File: src/rtl/led_ctrl_pkg.sv
// Shared definitions for the LED/ADC command controller: parameter defaults,
// host command codes and controller FSM states.
package led_ctrl_pkg;

    localparam int CHANNELS_DEF  = 35;
    localparam int ADC_LINES_DEF = 18;
    localparam int CMD_W_DEF     = 7;
    localparam int DATA_W_DEF    = 8;
    localparam int BLINK_DIV_DEF = 25000000;

    typedef enum logic [6:0] {
        CMD_ADC_SEL     = 7'h01,
        CMD_RED_ON      = 7'h02,
        CMD_RED_OFF     = 7'h03,
        CMD_GREEN_ON    = 7'h04,
        CMD_GREEN_OFF   = 7'h05,
        CMD_ALL_OFF     = 7'h06,
        CMD_RED_BLINK   = 7'h07,
        CMD_GREEN_BLINK = 7'h08
    } cmd_e;

    typedef enum logic [1:0] {
        ST_IDLE     = 2'd0,
        ST_EXEC     = 2'd1,
        ST_WAIT_LOW = 2'd2
    } state_e;

endpackage

File: src/rtl/sync_2ff.sv
// Two-flop synchroniser for bringing asynchronous level signals into clk.
module sync_2ff #(
    parameter int WIDTH = 1
) (
    input  logic             clk,
    input  logic             rst_n,
    input  logic [WIDTH-1:0] d_i,
    output logic [WIDTH-1:0] q_o
);

    logic [WIDTH-1:0] meta_q;
    logic [WIDTH-1:0] sync_q;

    // Two back-to-back flops; the first may go metastable, the second settles it.
    always_ff @(posedge clk or negedge rst_n) begin
        if (!rst_n) begin
            meta_q <= '0;
            sync_q <= '0;
        end else begin
            meta_q <= d_i;
            sync_q <= meta_q;
        end
    end

    assign q_o = sync_q;

endmodule

File: src/rtl/led_cmd_ctrl.sv
// Host-strobed command controller driving red/green LED channels (with
// blinking) and a one-hot ADC select bus. One command per enable pulse.
module led_cmd_ctrl
    import led_ctrl_pkg::*;
#(
    parameter int CHANNELS  = CHANNELS_DEF,
    parameter int ADC_LINES = ADC_LINES_DEF,
    parameter int CMD_W     = CMD_W_DEF,
    parameter int DATA_W    = DATA_W_DEF,
    parameter int BLINK_DIV = BLINK_DIV_DEF
) (
    input  logic                 clk,
    input  logic                 rst_n,
    input  logic [CMD_W-1:0]     command,
    input  logic [DATA_W-1:0]    data,
    input  logic                 enable,
    output logic [CHANNELS-1:0]  rleds,
    output logic [CHANNELS-1:0]  gleds,
    output logic [ADC_LINES-1:0] adcs,
    output logic                 ack,
    output logic                 err
);

    localparam int CNT_W = (BLINK_DIV > 2) ? $clog2(BLINK_DIV) : 1;
    localparam logic [CNT_W-1:0] CNT_LAST = CNT_W'(BLINK_DIV - 1);

    logic                 en_sync;
    state_e               state_q, state_d;
    logic                 cap, exec;
    logic [CMD_W-1:0]     cmd_q;
    logic [DATA_W-1:0]    data_q;
    logic [31:0]          idx;
    logic                 cmd_ok;

    logic [CHANNELS-1:0]  ron_q, ron_d, rblink_q, rblink_d;
    logic [CHANNELS-1:0]  gon_q, gon_d, gblink_q, gblink_d;
    logic [ADC_LINES-1:0] adcs_q, adcs_d;
    logic [CHANNELS-1:0]  rleds_q, gleds_q;
    logic                 ack_q, err_q;
    logic [CNT_W-1:0]     cnt_q, cnt_d;
    logic                 phase_q, phase_d;
    logic                 idx_ch_ok, idx_adc_ok;
    logic [CHANNELS-1:0]  ch_mask;

    sync_2ff #(.WIDTH(1)) u_en_sync (
        .clk   (clk),
        .rst_n (rst_n),
        .d_i   (enable),
        .q_o   (en_sync)
    );

    // FSM next state: capture on strobe, execute once, then wait for strobe release.
    always_comb begin
        state_d = state_q;
        cap     = 1'b0;
        exec    = 1'b0;
        case (state_q)
            ST_IDLE: begin
                if (en_sync) begin
                    cap     = 1'b1;
                    state_d = ST_EXEC;
                end
            end
            ST_EXEC: begin
                exec    = 1'b1;
                state_d = ST_WAIT_LOW;
            end
            ST_WAIT_LOW: begin
                if (!en_sync) state_d = ST_IDLE;
            end
            default: state_d = ST_IDLE;
        endcase
    end

    // FSM state and command/data capture; command/data are stable while enable is high.
    always_ff @(posedge clk or negedge rst_n) begin
        if (!rst_n) begin
            state_q <= ST_IDLE;
            cmd_q   <= '0;
            data_q  <= '0;
        end else begin
            state_q <= state_d;
            if (cap) begin
                cmd_q  <= command;
                data_q <= data;
            end
        end
    end

    assign idx        = 32'(data_q);
    assign idx_ch_ok  = (idx < 32'(CHANNELS));
    assign idx_adc_ok = (idx < 32'(ADC_LINES));
    assign ch_mask    = CHANNELS'(1) << idx;

    // Command decode: compute next LED/ADC state; invalid commands leave it untouched.
    always_comb begin
        ron_d    = ron_q;
        rblink_d = rblink_q;
        gon_d    = gon_q;
        gblink_d = gblink_q;
        adcs_d   = adcs_q;
        cmd_ok   = 1'b0;
        if (exec) begin
            case (cmd_q)
                CMD_W'(CMD_ADC_SEL): if (idx_adc_ok) begin
                    adcs_d = ADC_LINES'(1) << idx;
                    cmd_ok = 1'b1;
                end
                CMD_W'(CMD_RED_ON): if (idx_ch_ok) begin
                    ron_d    = ron_q | ch_mask;
                    rblink_d = rblink_q & ~ch_mask;
                    cmd_ok   = 1'b1;
                end
                CMD_W'(CMD_RED_OFF): if (idx_ch_ok) begin
                    ron_d    = ron_q & ~ch_mask;
                    rblink_d = rblink_q & ~ch_mask;
                    cmd_ok   = 1'b1;
                end
                CMD_W'(CMD_GREEN_ON): if (idx_ch_ok) begin
                    gon_d    = gon_q | ch_mask;
                    gblink_d = gblink_q & ~ch_mask;
                    cmd_ok   = 1'b1;
                end
                CMD_W'(CMD_GREEN_OFF): if (idx_ch_ok) begin
                    gon_d    = gon_q & ~ch_mask;
                    gblink_d = gblink_q & ~ch_mask;
                    cmd_ok   = 1'b1;
                end
                CMD_W'(CMD_ALL_OFF): begin
                    ron_d    = '0;
                    rblink_d = '0;
                    gon_d    = '0;
                    gblink_d = '0;
                    adcs_d   = '0;
                    cmd_ok   = 1'b1;
                end
                CMD_W'(CMD_RED_BLINK): if (idx_ch_ok) begin
                    ron_d    = ron_q | ch_mask;
                    rblink_d = rblink_q | ch_mask;
                    cmd_ok   = 1'b1;
                end
                CMD_W'(CMD_GREEN_BLINK): if (idx_ch_ok) begin
                    gon_d    = gon_q | ch_mask;
                    gblink_d = gblink_q | ch_mask;
                    cmd_ok   = 1'b1;
                end
                default: cmd_ok = 1'b0;
            endcase
        end
    end

    // Blink timebase: phase flips each time the counter wraps.
    always_comb begin
        if (cnt_q == CNT_LAST) begin
            cnt_d   = '0;
            phase_d = ~phase_q;
        end else begin
            cnt_d   = cnt_q + CNT_W'(1);
            phase_d = phase_q;
        end
    end

    // State registers and outputs; LEDs use next-state values so a command and
    // a phase flip in the same cycle both appear at the output together.
    always_ff @(posedge clk or negedge rst_n) begin
        if (!rst_n) begin
            ron_q    <= '0;
            rblink_q <= '0;
            gon_q    <= '0;
            gblink_q <= '0;
            adcs_q   <= '0;
            rleds_q  <= '0;
            gleds_q  <= '0;
            ack_q    <= 1'b0;
            err_q    <= 1'b0;
            cnt_q    <= '0;
            phase_q  <= 1'b0;
        end else begin
            ron_q    <= ron_d;
            rblink_q <= rblink_d;
            gon_q    <= gon_d;
            gblink_q <= gblink_d;
            adcs_q   <= adcs_d;
            rleds_q  <= ron_d & ~(rblink_d & {CHANNELS{phase_d}});
            gleds_q  <= gon_d & ~(gblink_d & {CHANNELS{phase_d}});
            ack_q    <= exec & cmd_ok;
            err_q    <= exec & ~cmd_ok;
            cnt_q    <= cnt_d;
            phase_q  <= phase_d;
        end
    end

    assign rleds = rleds_q;
    assign gleds = gleds_q;
    assign adcs  = adcs_q;
    assign ack   = ack_q;
    assign err   = err_q;

endmodule

File: config.mk
export PLATFORM = sky130hd
export DESIGN_NAME = led_cmd_ctrl
export DESIGN_NICKNAME = d
export VERILOG_FILES = /design/src/rtl/led_ctrl_pkg.sv /design/src/rtl/sync_2ff.sv /design/src/rtl/led_cmd_ctrl.sv
export SDC_FILE = /design/constraint.sdc
export NUM_CORES = 1
export LEC_CHECK = 0
export CAP_MARGIN = 20
export CORE_MARGIN = 2
export CORE_UTILIZATION = 30
export DETAILED_ROUTE_END_ITERATION = 10
export GPL_ROUTABILITY_DRIVEN = 0
export HOLD_SLACK_MARGIN = 0.02
export MAX_ROUTING_LAYER = met4
export PLACE_DENSITY = 0.55
export SYNTH_ARGS = -nofsm -noshare
export SYNTH_HDL_FRONTEND = slang
export SYNTH_SLANG_ARGS = --single-unit
File: constraint.sdc
create_clock -name clk -period 2.48 [get_ports clk]
set_clock_uncertainty 0.15 [all_clocks]
set_input_delay 0.372 -clock clk [delete_from_list [all_inputs] [get_ports clk]]
set_output_delay 0.372 -clock clk [all_outputs]
set_load 0.05 [all_outputs]
Word level (Yosys, flattened, before mapping). Index checks and enable logic that the tools add are counted.

Bits in registers: 275. Latch bits: 0. Memory bits (writable): 0. Bits in read-only memories: 0. Output and inout port bits: 90. Word-level logic and storage cells: 93. Memories kept: 0.

$add $sub $neg: 1. Multipliers: 0. Divide/modulo/power cells: 0. $lt $le $gt $ge: 2. Equality and inequality tests: 14. Shifts and indexed selects: 2. Mux-type cells: 30. Bitwise gates (word level): 19. Reductions and logical operators: 9.

Operators by type and width (number): 2-to-1 mux 35 bit (12); one-hot mux 35 bit (3 select lines) (4); bitwise AND 35 bit (8); OR 35 bit (4); NOT 35 bit (3); one-hot mux 18 bit (2 select lines) (1); left shift 1 x 8 -> 35 bit (first input constant) (1); == test 7 x 3 -> 1 bit (second input constant) (4); adder 25 x 1 -> 25 bit (second input constant) (1); == test 25 bit (second input constant) (1); 2-to-1 mux 25 bit (1); 2-to-1 mux 18 bit (1); left shift 1 x 8 -> 18 bit (first input constant) (1); == test 7 x 2 -> 1 bit (second input constant) (2); < comparator 8 x 5 -> 1 bit (second input constant) (1); < comparator 8 x 6 -> 1 bit (second input constant) (1); OR reduction 2 bit (4); == test 7 x 1 -> 1 bit (second input constant) (1); == test 7 x 4 -> 1 bit (second input constant) (1); 2-to-1 mux 1 bit (7); one-hot mux 2 bit (3 select lines) (1); OR reduction 6 bit (1); 2-to-1 mux 2 bit (2); inequality test 2 bit (second input constant) (2); other kinds (10) (12).

Logic depth before layout (Yosys ltp). Gate-level depths: netlist of the first run.

Depth after elaboration: 9. Depth in mapped cells: 8.

Cells and area by module. From an unflattened synthesis of the first run, not the netlist that was laid out.

Cells, all modules: 936. Area, all modules: 11862.6 um^2.

Modules (own cells, without submodules): led_cmd_ctrl (instances 1, cells each 934, area each 11812.6 um^2, sequential area each 6831.6 um^2); sync_2ff (instances 1, cells each 2, area each 50.0 um^2, sequential area each 50.0 um^2).

Least setup slack after synthesis of the first run. OpenSTA, ideal clock, no wires.

Path type: reg2reg. From: register cmd_q[6]. To: register adcs_q[1] (netlist: adcs[1]). Arrival: 2120 ps. Slack: 86 ps. Stages on the path, launching flop included: 7. Buffers on the path: 1. Cells stage by stage: dfrtp_1 > or3_4 > buf_4 > or4b_2 > nand2_1 > nor4_1 > mux2_2.

Word-level cells in the longest chain between the ends: 3.

Ends and longest elaborated chain: start: declaration (RTL line led_cmd_ctrl.sv:30) `logic [CMD_W-1:0] cmd_q;`; start signal: assignment (RTL line led_cmd_ctrl.sv:84) `cmd_q <= command;`; == test 7 x 1 -> 1 bit / == test 7 x 3 -> 1 bit (equally long branches) (RTL line led_cmd_ctrl.sv:104) `case (cmd_q)`; inequality test 2 bit (no line) / nonzero test 2 bit (equally long branches); AND reduction 3 bit (no line); end signal: assignment (RTL line led_cmd_ctrl.sv:183) `adcs_q <= adcs_d;`; end: declaration (RTL line led_cmd_ctrl.sv:37) `logic [ADC_LINES-1:0] adcs_q, adcs_d;`.

Several ways; a longest one is shown, not always the timed one. A chain may end at the register's enable or synchronous reset.

Worst setup path after layout of the first run.
From: register cmd_q[4]. To: register rleds_q[7] (netlist: rleds[7]).

Word-level cells in the longest chain between the ends: 7.

Ends and longest elaborated chain: == test 7 x 2 -> 1 bit (RTL line led_cmd_ctrl.sv:104); OR reduction 2 bit (no line); one-hot mux 35 bit (3 select lines) * (RTL line led_cmd_ctrl.sv:104); 2-to-1 mux 35 bit * (RTL line led_cmd_ctrl.sv:103) `if (exec) begin`; via rblink_d[7] (RTL line led_cmd_ctrl.sv:35) `logic [CHANNELS-1:0] ron_q, ron_d, rblink_q, rblink_d;`; bitwise AND 35 bit * (RTL line led_cmd_ctrl.sv:184) `rleds_q <= ron_d & ~(rblink_d & {CHANNELS{phase_d}});`; NOT 35 bit * (RTL line led_cmd_ctrl.sv:184); bitwise AND 35 bit * (RTL line led_cmd_ctrl.sv:184); end signal: assignment (RTL line led_cmd_ctrl.sv:184); end: declaration (RTL line led_cmd_ctrl.sv:38) `logic [CHANNELS-1:0] rleds_q, gleds_q;`.

The timed path passes the listed nets; every way through them passes the cells marked *.

==> results of run 1 <==
-- per-stage QoR --
| stage | hold WS (ps) | setup TNS [ps] | worst slack (ps) |
|---|---|---|---|
| after global routing | 102.5 | -220.3 | -48.01 |
| after floorplan | -73.59 | 0 | 85.66 |
| after global placement | 136.7 | 0 | 17.05 |
| final | 111.7 | 0 | 63.47 |
| after CTS | 90.18 | 0 | 6.676 |
| after detailed placement | 140.2 | 0 | 7.943 |
-- cell type report --
type,instances,share of cell area
clock buffers,44,0.06013
clock inverters,13,0.009789
diodes,1,0.0001645
multi-input cells,634,0.2910
well taps,511,0.04204
inverters,4,0.0009872
flip-flops and latches,275,0.4525
repair buffers,220,0.1434
-- critical path, delay by kind of cell, from the launching register on --
| kind | cells | cell delay, ps |
|---|---|---|
| compound gates | 4 | 870 |
| buf+inv | 3 | 510 |
| simple gates | 1 | 430 |
| flops | 1 | 370 |
-- kinds of logic (layout without fill, tap and decap cells) --
kind of cell / after synthesis / after routing
flops: 275 / 275
compound gates: 363 / 363
other cells: 0 / 1
buf+inv: 78 / 281
fa+ha+maj: 1 / 1
mux: 30 / 30
xor+xnor: 26 / 26
simple gates: 214 / 214
-- synth_stat cells (3+ instances only) --
cell and instances:
sky130_fd_sc_hd__nand3_1 12, sky130_fd_sc_hd__nor2_1 66, sky130_fd_sc_hd__mux2_2 30, sky130_fd_sc_hd__nand4_1 8
sky130_fd_sc_hd__buf_2 10, sky130_fd_sc_hd__o21ai_0 144, sky130_fd_sc_hd__and3_1 5, sky130_fd_sc_hd__or4b_2 6
sky130_fd_sc_hd__xor2_1 16, sky130_fd_sc_hd__clkbuf_1 55, sky130_fd_sc_hd__or4_1 4, sky130_fd_sc_hd__inv_1 4
sky130_fd_sc_hd__nor4_1 6, sky130_fd_sc_hd__and2_1 5, sky130_fd_sc_hd__nand2b_1 6, sky130_fd_sc_hd__xnor2_1 9
sky130_fd_sc_hd__nor3_1 12, sky130_fd_sc_hd__o2bb2ai_1 70, sky130_fd_sc_hd__dfrtp_1 275, sky130_fd_sc_hd__nand2_1 51
sky130_fd_sc_hd__and4_1 3, sky130_fd_sc_hd__nor4_4 3, sky130_fd_sc_hd__nor2b_1 3, sky130_fd_sc_hd__or3_1 3
sky130_fd_sc_hd__buf_1 4, sky130_fd_sc_hd__nand3b_1 4, sky130_fd_sc_hd__a22o_1 70, sky130_fd_sc_hd__clkbuf_2 4
sky130_fd_sc_hd__a21boi_1 42, sky130_fd_sc_hd__nor4b_1 6, sky130_fd_sc_hd__a21boi_0 28
-- where the power goes --
| part | switching (uW) | total [uW] | leakage (uW) | internal, uW |
|---|---|---|---|---|
| clock network | 1920 | 4710 | 0.000519 | 2790 |
| logic | 1400 | 2260 | 0.00218 | 858 |
| registers | 231 | 4890 | 0.00379 | 4660 |
-- worst paths after layout --
kind	to	slack, ps	cells after the start
worst max register to register	rleds[7]	60	8
worst max-delay path	rleds[7]	60	8
min in group asynchronous	rleds[4]	140	2
worst min register to register	u_en_sync.q_o	200	0
max in group asynchronous	ron_q[25]	1240	3
worst min-delay path	u_en_sync.meta_q	110	1
-- sequential cells by signal, indices dropped and copies added (netlist names), 2 cells and up --
signal	flops
adcs	18
cmd_q	7
cnt_q	25
data_q	8
gblink_q	35
gleds	35
gon_q	35
rblink_q	35
rleds	35
ron_q	35
state_q	2
-- repair_timing --
action / 4_1_cts / 5_1_grt
setup buffers: 0 / 9
cloned: 0 / 2
resized for setup: 1 / 42
pin swaps: 0 / 5
endpoints found under the hold margin: 239 / 0
endpoints found under the setup margin: 1 / 58
hold buffers: 1 / 0
-- metal layers --
metal,routed length [um],vias to the layer above
met1,16940,4571
li1,-,3980
met2,16610,285
met4,1044,0
met3,2093,64
met5,0,-
==> results.md, run 1 <==
* DP Cell Count at 1,632
* Total power draw at 11,870 uW
* Top FF cell, synth: sky130_fd_sc_hd__dfrtp_1
* Busiest grt layer: met2
* Post-synthesis mux area share at 0.02929
* Effective utilization at floorplan at 0.3055
* Area taken by multi-input logic gates at 4427 um2
* TritonCTS clock tree: built
* Max Cap Violations at 0
* Mean Syn Cell Area at 11.69 um2
* Transition time at the pin with the least slew margin at 651.7 ps
* Crit start category: register
* Number of fill cells at 3,620
* Non-filler instance count after layout at 1,702
* Top cell type's share of synthesized area at 0.5966
* Master of the slowest instance on the critical path: sky130_fd_sc_hd__or3_4
* Horizontal die dimension at 200.1 um
* Floorplan core area at 37,760 um2
* Detail Route Antenna Nets at 0
* Post-Synthesis Cell Area at 11,530 um2
* Worst r2r src: cmd_q[4]
* Worst slew margin at 0.5639
* Die Span Y at 200.1 um
* Layout Nets at 1,185
* Nature of the critical path endpoint: register
* Met1 Resource Use GR at 0.2624
* Area added between synthesis and finish at 31.86%
* Count of final setup violators at 0
* Chain of cells forming the critical path: or3_4 -> buf_6 -> a2111oi_4 -> buf_4 -> buf_12 -> o21ai_0 -> o2bb2ai_1 -> a21boi_1
* Count of unique library cells instantiated by Yosys at 49
* EDFF count, synth at 0
* Fraction of final layout cells sized beyond drive strength 1 at 0.1958
* Worst Path Class, Setup: register to register
* Instance area after placement at 13,930 um2
* Die ar. at 40,030 um2
* Syn_nets at 1,006
* Pre-Repair DR Iteration Count at 5
* Worst hold start: enable
* Timing-limited maximum frequency at 0.4138 GHz
* Overflow left after global routing at 0
* Power density of the placed cells at 780.2 nW/um2
* Most common cell after layout, fill and taps aside: sky130_fd_sc_hd__dfrtp_1
* Clock-pin slew on the worst setup and hold paths at 60 ps
* Cell types occupying the most area after synthesis: sky130_fd_sc_hd__dfrtp_1, sky130_fd_sc_hd__o21ai_0, sky130_fd_sc_hd__a22o_1, sky130_fd_sc_hd__o2bb2ai_1, sky130_fd_sc_hd__mux2_2
* Final worst path period share at 0.9744
* Sequential element share of the synthesized area at 0.5966
* Required time worst endpoint at 2820 ps
* Fin. Hold Viols at 0
* RSZ-0062 raised after global routing: yes
* Syn. warnings at 0
* Critical path origin: cmd_q[4]
* Number of global-route vias before repair at 9,180
* Compound-gate portion of the synthesized area at 0.2241
* Yosys top cell by area: sky130_fd_sc_hd__dfrtp_1
* Site row count at 71
* Total via count after detailed routing at 8,900
* Largest family of logic cells by synthesized area: compound AO/OA/AOI/OAI gates
* Wire length after detailed routing at 36.69 mm
* Pins Over Slew Limit at 0
* Result of the run: complete, no violations
* Total number of H-tree levels at 1
* Number of standard cells after synthesis at 987
* Synthesized flop and latch total at 275
* Initial antenna violation count at 1
* Data arrival time of the worst path at 2760 ps
* GRT met2 Usage at 0.2865
* Post-synthesis share of cell area spent on and, or, nand and nor gates at 0.1013
* Routed via count divided by cell count at 5.229
* Async SR Flop Fraction at 1.000
* Worst-case clock buffer depth at 3
* Final design utilization at 0.4029
* Violation count after the first detailed-routing iteration at 621
* Max incr delay on CP at 430 ps
* Total routing usage reported by global routing at 0.1899
* Adder-cell share of the synthesized area at 0.001085
* Drt wl/cell at 21.55 um
* Max Fanout on Critical Path at 11
* Number of primary I/O pins at 108
* CTS buffer count at 31
* Largest net degree at the start of global routing at 67
* Port-buffer cells at 107
* First-pass GRT wire length at 55.97 mm
* Xor/xnor share of the synthesized area at 0.02039
* Register area at 6882 um2
* Time the worst path needs with I/O delays and setup at 2417 ps
* Post-route cell area at 15,210 um2
* DRC viols at 0
* Clock network latency to the later pin of the worst-skew pair at 590 ps
* Clk sinks at 275
* Commonest cells after routing, fill and taps aside: sky130_fd_sc_hd__dfrtp_1, sky130_fd_sc_hd__o21ai_0, sky130_fd_sc_hd__clkdlybuf4s50_1
* Half-perimeter wire length after placement at 23.58 mm
* Maximum resistive drop on vdd at 0.6536 mV
* Static power due to leakage at 0.006488 uW
* Clock root buffer: sky130_fd_sc_hd__clkbuf_16
* Met3 GRT Util at 0.03243
* Worst hold-check path type: input port to register
Note: power is estimated with default switching activity, not from simulation.
==> inputs of run 2 (changes only) <==
--- a/config.mk
+++ b/config.mk
@@ -8,6 +8,7 @@
 export CAP_MARGIN = 20
 export CORE_MARGIN = 2
 export CORE_UTILIZATION = 30
+export CTS_BUF_LIST = sky130_fd_sc_hd__clkbuf_4 sky130_fd_sc_hd__clkbuf_8
 export DETAILED_ROUTE_END_ITERATION = 10
 export GPL_ROUTABILITY_DRIVEN = 0
 export HOLD_SLACK_MARGIN = 0.02
==> results.md, run 2 (synthesized netlist as in run 1, its figures left out) <==
* Largest net degree at the start of global routing at 67 (unchanged)
* Number of global-route vias before repair at 9,334 (+1.7%)
* Nature of the critical path endpoint: register
* Met3 GRT Util at 0.03629 (+0.003864)
* Pre-Repair DR Iteration Count at 5 (unchanged)
* Maximum resistive drop on vdd at 0.3990 mV (-39%)
* Final worst path period share at 0.9856 (+0.01123)
* Number of primary I/O pins at 108 (unchanged)
* Initial antenna violation count at 1 (unchanged)
* TritonCTS clock tree: built
* Wire length after detailed routing at 37.94 mm (+3.4%)
* Fraction of final layout cells sized beyond drive strength 1 at 0.2318 (+0.03598)
* Transition time at the pin with the least slew margin at 706.7 ps (+55.00 ps)
* Horizontal die dimension at 200.1 um (unchanged)
* Final design utilization at 0.4103 (+0.007423)
* Routed via count divided by cell count at 5.225 (about the same)
* CTS buffer count at 48 (+55%)
* Half-perimeter wire length after placement at 23.58 mm (unchanged)
* Port-buffer cells at 107 (unchanged)
* Worst Path Class, Setup: register to register
* Cell count of the worst reg-to-reg path at 10 (+2)
* Non-filler instance count after layout at 1,733 (+1.8%)
* Power density of the placed cells at 793.4 nW/um2 (+1.7%)
* Data arrival time of the worst path at 2790 ps (+30 ps)
* Total via count after detailed routing at 9,055 (+1.7%)
* Timing-limited maximum frequency at 0.4091 GHz (-1.1%)
* Max Fanout on Critical Path at 8 (-3)
* Total routing usage reported by global routing at 0.1953 (+0.005349)
* Most common cell after layout, fill and taps aside: sky130_fd_sc_hd__dfrtp_1
* Setup TNS at 0 ps (unchanged)
* Count of final setup violators at 0 (unchanged)
* Clock network latency to the later pin of the worst-skew pair at 600 ps (about the same)
* Die ar. at 40,030 um2 (unchanged)
* Max Cap Violations at 0 (unchanged)
* DP Cell Count at 1,632 (unchanged)
* Static power due to leakage at 0.006632 uW (+2.2%)
* Floorplan core area at 37,760 um2 (unchanged)
* Total number of H-tree levels at 2 (+1)
* Busiest grt layer: met2
* Die Span Y at 200.1 um (unchanged)
* Required time worst endpoint at 2830 ps (about the same)
* Worst hold-check path type: input port to register
* Overflow left after global routing at 0 (unchanged)
* GRT met2 Usage at 0.2876 (+0.001029)
* Result of the run: complete, no violations
* Worst-case clock buffer depth at 3 (unchanged)
* Detail Route Antenna Nets at 0 (unchanged)
* Area added between synthesis and finish at 34.29%
* Commonest cells after routing, fill and taps aside: sky130_fd_sc_hd__dfrtp_1, sky130_fd_sc_hd__o21ai_0, sky130_fd_sc_hd__clkdlybuf4s50_1
* Time the worst path needs with I/O delays and setup at 2444 ps (+27.84 ps)
* DRC viols at 0 (unchanged)
* Site row count at 71 (unchanged)
* RSZ-0062 raised after global routing: yes
* Clock-pin slew on the worst setup and hold paths at 60 ps (about the same)
* Drt wl/cell at 21.89 um (+1.6%)
* Violation count after the first detailed-routing iteration at 641 (+3.2%)
* Worst slew margin at 0.5271 (-0.03680)
* Met1 Resource Use GR at 0.2673 (+0.004887)
* Pins Over Slew Limit at 0 (unchanged)
* Layout Nets at 1,200 (+1.3%)
* Worst hold path cell count at 1 (unchanged)
* Effective utilization at floorplan at 0.3055 (unchanged)
* Clock root buffer: sky130_fd_sc_hd__clkbuf_8
* First-pass GRT wire length at 57.13 mm (+2.1%)
* Crit start category: register
* Clk sinks at 275 (unchanged)
* Fin. Hold Viols at 0 (unchanged)
==> run 2: cell count changes in the layout (fill, tap and decap cells not counted), sizes merged <==
| cell | before | now |
|---|---|---|
| bufinv | 2 | 7 |
| clkbuf | 46 | 74 |
| buf | 111 | 107 |
| clkinvlp | 3 | 1 |
| clkinv | 5 | 9 |
==> run 2: per-stage QoR <==
stage	setup slack, ps	instance area, um2	hold slack [ps]	power (uW)
global placement	17.05	13930	136.7	7099
floorplan	85.66	11530	-73.59	6062
CTS	11.27	15210	83.01	12300
detailed placement	7.943	13930	140.2	7118
finish	35.63	15490	110.2	12290
global route	-80.07	15490	92.63	12780
==> run 2: worst paths after layout <==
kind | from | end | slack, ps
worst max-delay path | cnt_q[19] | gleds[15] | 40
worst min register to register | u_en_sync.meta_q | u_en_sync.q_o | 190
max in group asynchronous | rst_n | gleds[0] | 1250
worst max register to register | cnt_q[19] | gleds[15] | 40
worst min-delay path | enable | u_en_sync.meta_q | 110
min in group asynchronous | rst_n | rleds[9] | 130
==> run 2: timing repair <==
action                                 CTS  global route
hold buffers                             1             0
gates cloned                             1             5
pin swaps                                0             7
setup endpoints to repair                1            60
endpoints found under the hold margin  255             0
buffers inserted                         2             3
resized for setup                        0            73
==> run 2: report_power, final <==
part	internal, uW	switching [uW]	total, uW	leakage, uW
Combinational	858	1410	2270	0.00221
Sequential	4660	230	4890	0.00379
Clock	3100	2020	5130	0.000630
==> run 2: cell type report <==
type	instances	area [um2]
antenna	1	2.502
clock buffer	70	900.9
sequential	275	6882
inverter	4	15.01
multi-input combinational	634	4487
timing repair buffer	218	2265
tap	511	639.4
clock inverter	20	299.0
fill	3598	22270
==> run 2: metal layers <==
| layer | vias to the layer above | part of all wire |
|---|---|---|
| met1 | 4615 | 0.45 |
| met5 | - | 0 |
| met2 | 326 | 0.45 |
| li1 | 4026 | - |
| met3 | 88 | 0.065 |
| met4 | 0 | 0.033 |
==> run 2: worst max-delay path: stages, from the launching register on <==
cell and delay [ps]:
sky130_fd_sc_hd__dfrtp_1 390, sky130_fd_sc_hd__nand4_1 140, sky130_fd_sc_hd__or4_4 510, sky130_fd_sc_hd__nor4_4 170, sky130_fd_sc_hd__buf_4 190, sky130_fd_sc_hd__xor2_4 190
sky130_fd_sc_hd__buf_12 140, sky130_fd_sc_hd__buf_12 150, sky130_fd_sc_hd__buf_12 150, sky130_fd_sc_hd__a21boi_2 50, sky130_fd_sc_hd__buf_4 120
==> inputs of run 3 (changes only) <==
--- a/config.mk
+++ b/config.mk
@@ -6,6 +6,7 @@
 export NUM_CORES = 1
 export LEC_CHECK = 0
 export CAP_MARGIN = 20
+export CORE_ASPECT_RATIO = 0.6
 export CORE_MARGIN = 2
 export CORE_UTILIZATION = 30
 export CTS_BUF_LIST = sky130_fd_sc_hd__clkbuf_4 sky130_fd_sc_hd__clkbuf_8
==> results.md, run 3 (synthesized netlist as in run 1, its figures left out) <==
* Result of the run: complete, but fails checks
* Violations in the final reports: negative setup slack
* Crit start category: register
* Relative contribution of sequential cells to total power at 0.411 (+0.013)
* Fraction of final layout cells sized beyond drive strength 1 at 0.2454 (+0.01358)
* Antenna diodes at 0 (-1)
* Pre-Repair DR Iteration Count at 5 (unchanged)
* Initial antenna violation count at 0 (-1)
* Fin. Hold Viols at 0 (unchanged)
* Total number of H-tree levels at 2 (unchanged)
* Number of primary I/O pins at 108 (unchanged)
* Area added between synthesis and finish at 34.32% (about the same)
* Worst Path Class, Setup: register to register
* Total power draw at 11,730 uW (-4.5%)
* Fraction of power consumed by combinational cells at 0.213 (+0.028)
* Switch share at 0.3107 (+0.01221)
* Drt wl/cell at 21.31 um (-2.7%)
* Flop-to-flop setup slack at -10 ps (-50 ps)
* Clock network latency to the later pin of the worst-skew pair at 590 ps (about the same)
* First-pass GRT wire length at 56.97 mm (-0.28%)
* Static power due to leakage at 0.006671 uW (+0.60%)
* Endpoint with the worst hold slack: u_en_sync.meta_q
* Total routing usage reported by global routing at 0.1917 (-0.003551)
* Count of final setup violators at 1 (+1)
* Worst slew margin at 0.6245 (+0.09736)
* Relative contribution of the clock network to total power at 0.376 (-0.041)
* Internal power at 8088 uW (-6.2%)
* Endpoint of the worst-slack reg-to-reg timing path: gleds[31]
* Combined buffer and inverter count along the critical path at 3 (-2)
* Clock root buffer: sky130_fd_sc_hd__clkbuf_8
* Clk sinks at 275 (unchanged)
* DRC viols at 0 (unchanged)
* Die ar. at 40,090 um2 (+0.13%)
* Routed via count divided by cell count at 5.138 (-1.7%)
* Layout Nets at 1,223 (+1.9%)
* Power density of the placed cells at 757.3 nW/um2 (-4.6%)
* Worst-case setup margin in the final layout at -11.44 ps (-47.07 ps)
* Commonest cells after routing, fill and taps aside: sky130_fd_sc_hd__dfrtp_1, sky130_fd_sc_hd__o21ai_0, sky130_fd_sc_hd__clkdlybuf4s50_1
* Clock-pin slew on the worst setup and hold paths at 60 ps (about the same)
* TritonCTS clock tree: built
* CTS buffer count at 44 (-8.3%)
* Site row count at 55 (-23%)
* Detail Route Antenna Nets at 0 (unchanged)
* RSZ-0062 raised after global routing: yes
* Time the worst path needs with I/O delays and setup at 2491 ps (+47.07 ps)
* Max Cap Violations at 0 (unchanged)
* Max Fanout on Critical Path at 13 (+5)
* Worst hold-check path type: input port to register
* Worst-case clock buffer depth at 3 (unchanged)
* Maximum resistive drop on vdd at 0.4345 mV (+8.9%)
* Total via count after detailed routing at 9,001 (-0.60%)
* Cell count of the worst reg-to-reg path at 8 (-2)
* Timing-limited maximum frequency at 0.4014 GHz (-1.9%)
* Transition time at the pin with the least slew margin at 561.5 ps (-145.2 ps)
* Wire length after detailed routing at 37.33 mm (-1.6%)
* Worst r2r src: cmd_q[5]
* Port-buffer cells at 107 (unchanged)
* Half-perimeter wire length after placement at 24.48 mm (+3.8%)
* Chain of cells forming the critical path: or3_4 -> or4_1 -> buf_6 -> buf_12 -> o21ai_0 -> a22o_1 -> a21boi_2 -> buf_4
* Cell type group with the largest total delay on the critical path: simple AND/OR/NAND/NOR gates
* Violation count after the first detailed-routing iteration at 818 (+28%)
* Number of global-route vias before repair at 9,210 (-1.3%)
* Master of the slowest instance on the critical path: sky130_fd_sc_hd__or4_1
* Number of fill cells at 3,560 (-1.1%)
* Setup TNS at -11.44 ps (-11.44 ps)
* Max incr delay on CP at 500 ps (about the same)
* Die Span Y at 155.9 um (-22%)
* Floorplan core area at 37,780 um2 (about the same)
* Overflow left after global routing at 0 (unchanged)
* Largest net degree at the start of global routing at 67 (unchanged)
* Nature of the critical path endpoint: register
* Worst hold path cell count at 1 (unchanged)
* Effective utilization at floorplan at 0.3053 (about the same)
* Most common cell after layout, fill and taps aside: sky130_fd_sc_hd__dfrtp_1
* Horizontal die dimension at 257.1 um (+29%)
* Total net switching power at 3645 uW (-0.62%)
* Final worst path period share at 1.005 (+0.01898)
* Required time worst endpoint at 2840 ps (about the same)
* Pins Over Slew Limit at 0 (unchanged)
* Data arrival time of the worst path at 2850 ps (+60 ps)
* Worst hold start: enable
-- run 3: changes by cell type in the layout (fill, tap and decap cells not counted), moves of 3 or more --
cell / delta
sky130_fd_sc_hd__bufinv_16: -4
sky130_fd_sc_hd__clkbuf_8: -4
sky130_fd_sc_hd__clkinv_2: +6
sky130_fd_sc_hd__o21ai_1: +11
sky130_fd_sc_hd__clkbuf_4: -6
sky130_fd_sc_hd__buf_12: +3
sky130_fd_sc_hd__a21boi_0: +4
sky130_fd_sc_hd__o2bb2ai_2: +4
sky130_fd_sc_hd__clkbuf_16: -3
sky130_fd_sc_hd__buf_4: +27
sky130_fd_sc_hd__o2bb2ai_1: -4
sky130_fd_sc_hd__o21ai_0: -12
-- run 3: per-stage QoR --
step / cells / util / instance area [um2] / worst slack, ps / hold slack (ps)
3_3_place_gp: 1663 / 0.3759 / 14200 / -78.01 / 187.5
5_1_grt: 1752 / 0.4101 / 15490 / -63.12 / 89.51
4_1_cts: 1745 / 0.4034 / 15240 / -55.64 / 85.90
2_1_floorplan: 987 / - / 11530 / 85.66 / -73.59
6_report: 1752 / 0.4101 / 15490 / -11.44 / 114.7
3_5_place_dp: 1663 / 0.3759 / 14200 / -105.5 / 199.7
-- run 3: how the worst max path moves through the flow --
stage,start,to,slack (ps),cells past startpoint
after floorplan,cmd_q[6],adcs[1],90,6
after global placement,cmd_q[6],gleds[31],-80,8
after detailed placement,cmd_q[6],gleds[31],-110,8
after CTS,cmd_q[6],rleds[0],-60,8
after global routing,cmd_q[5],gleds[31],-60,8
final,cmd_q[5],gleds[31],-10,8
-- run 3: layer usage --
metal	share of wire	track usage
met5	0	-
met4	0.013	0.03350
met3	0.073	0.04987
met2	0.42	0.2685
met1	0.49	0.2796
-- run 3: power by group through the flow --
stage | clock network (uW) | logic [uW] | registers, uW
after CTS | 4510 | 2390 | 4820
after global routing | 4730 | 2670 | 4860
final | 4410 | 2500 | 4830
after floorplan | 0 | 1150 | 4910
after detailed placement | 0 | 2370 | 4900
after global placement | 0 | 2350 | 4890
-- run 3: what timing repair did --
action	CTS	global route
hold endpoints to repair	63	0
buffers inserted	0	5
setup endpoints to repair	28	74
gates resized for setup	14	78
cloned	0	2
pin swaps	1	7
hold buffers	1	0
-- run 3: cell type report --
class	count	area [um2]	area share
timing repair buffer	245	2444	0.1577
inverter	4	15.01	0.0009691
clock buffer	60	800.8	0.05168
clock inverter	21	197.7	0.01276
tap	513	641.9	0.04143
sequential	275	6882	0.4442
multi-input combinational	634	4513	0.2913
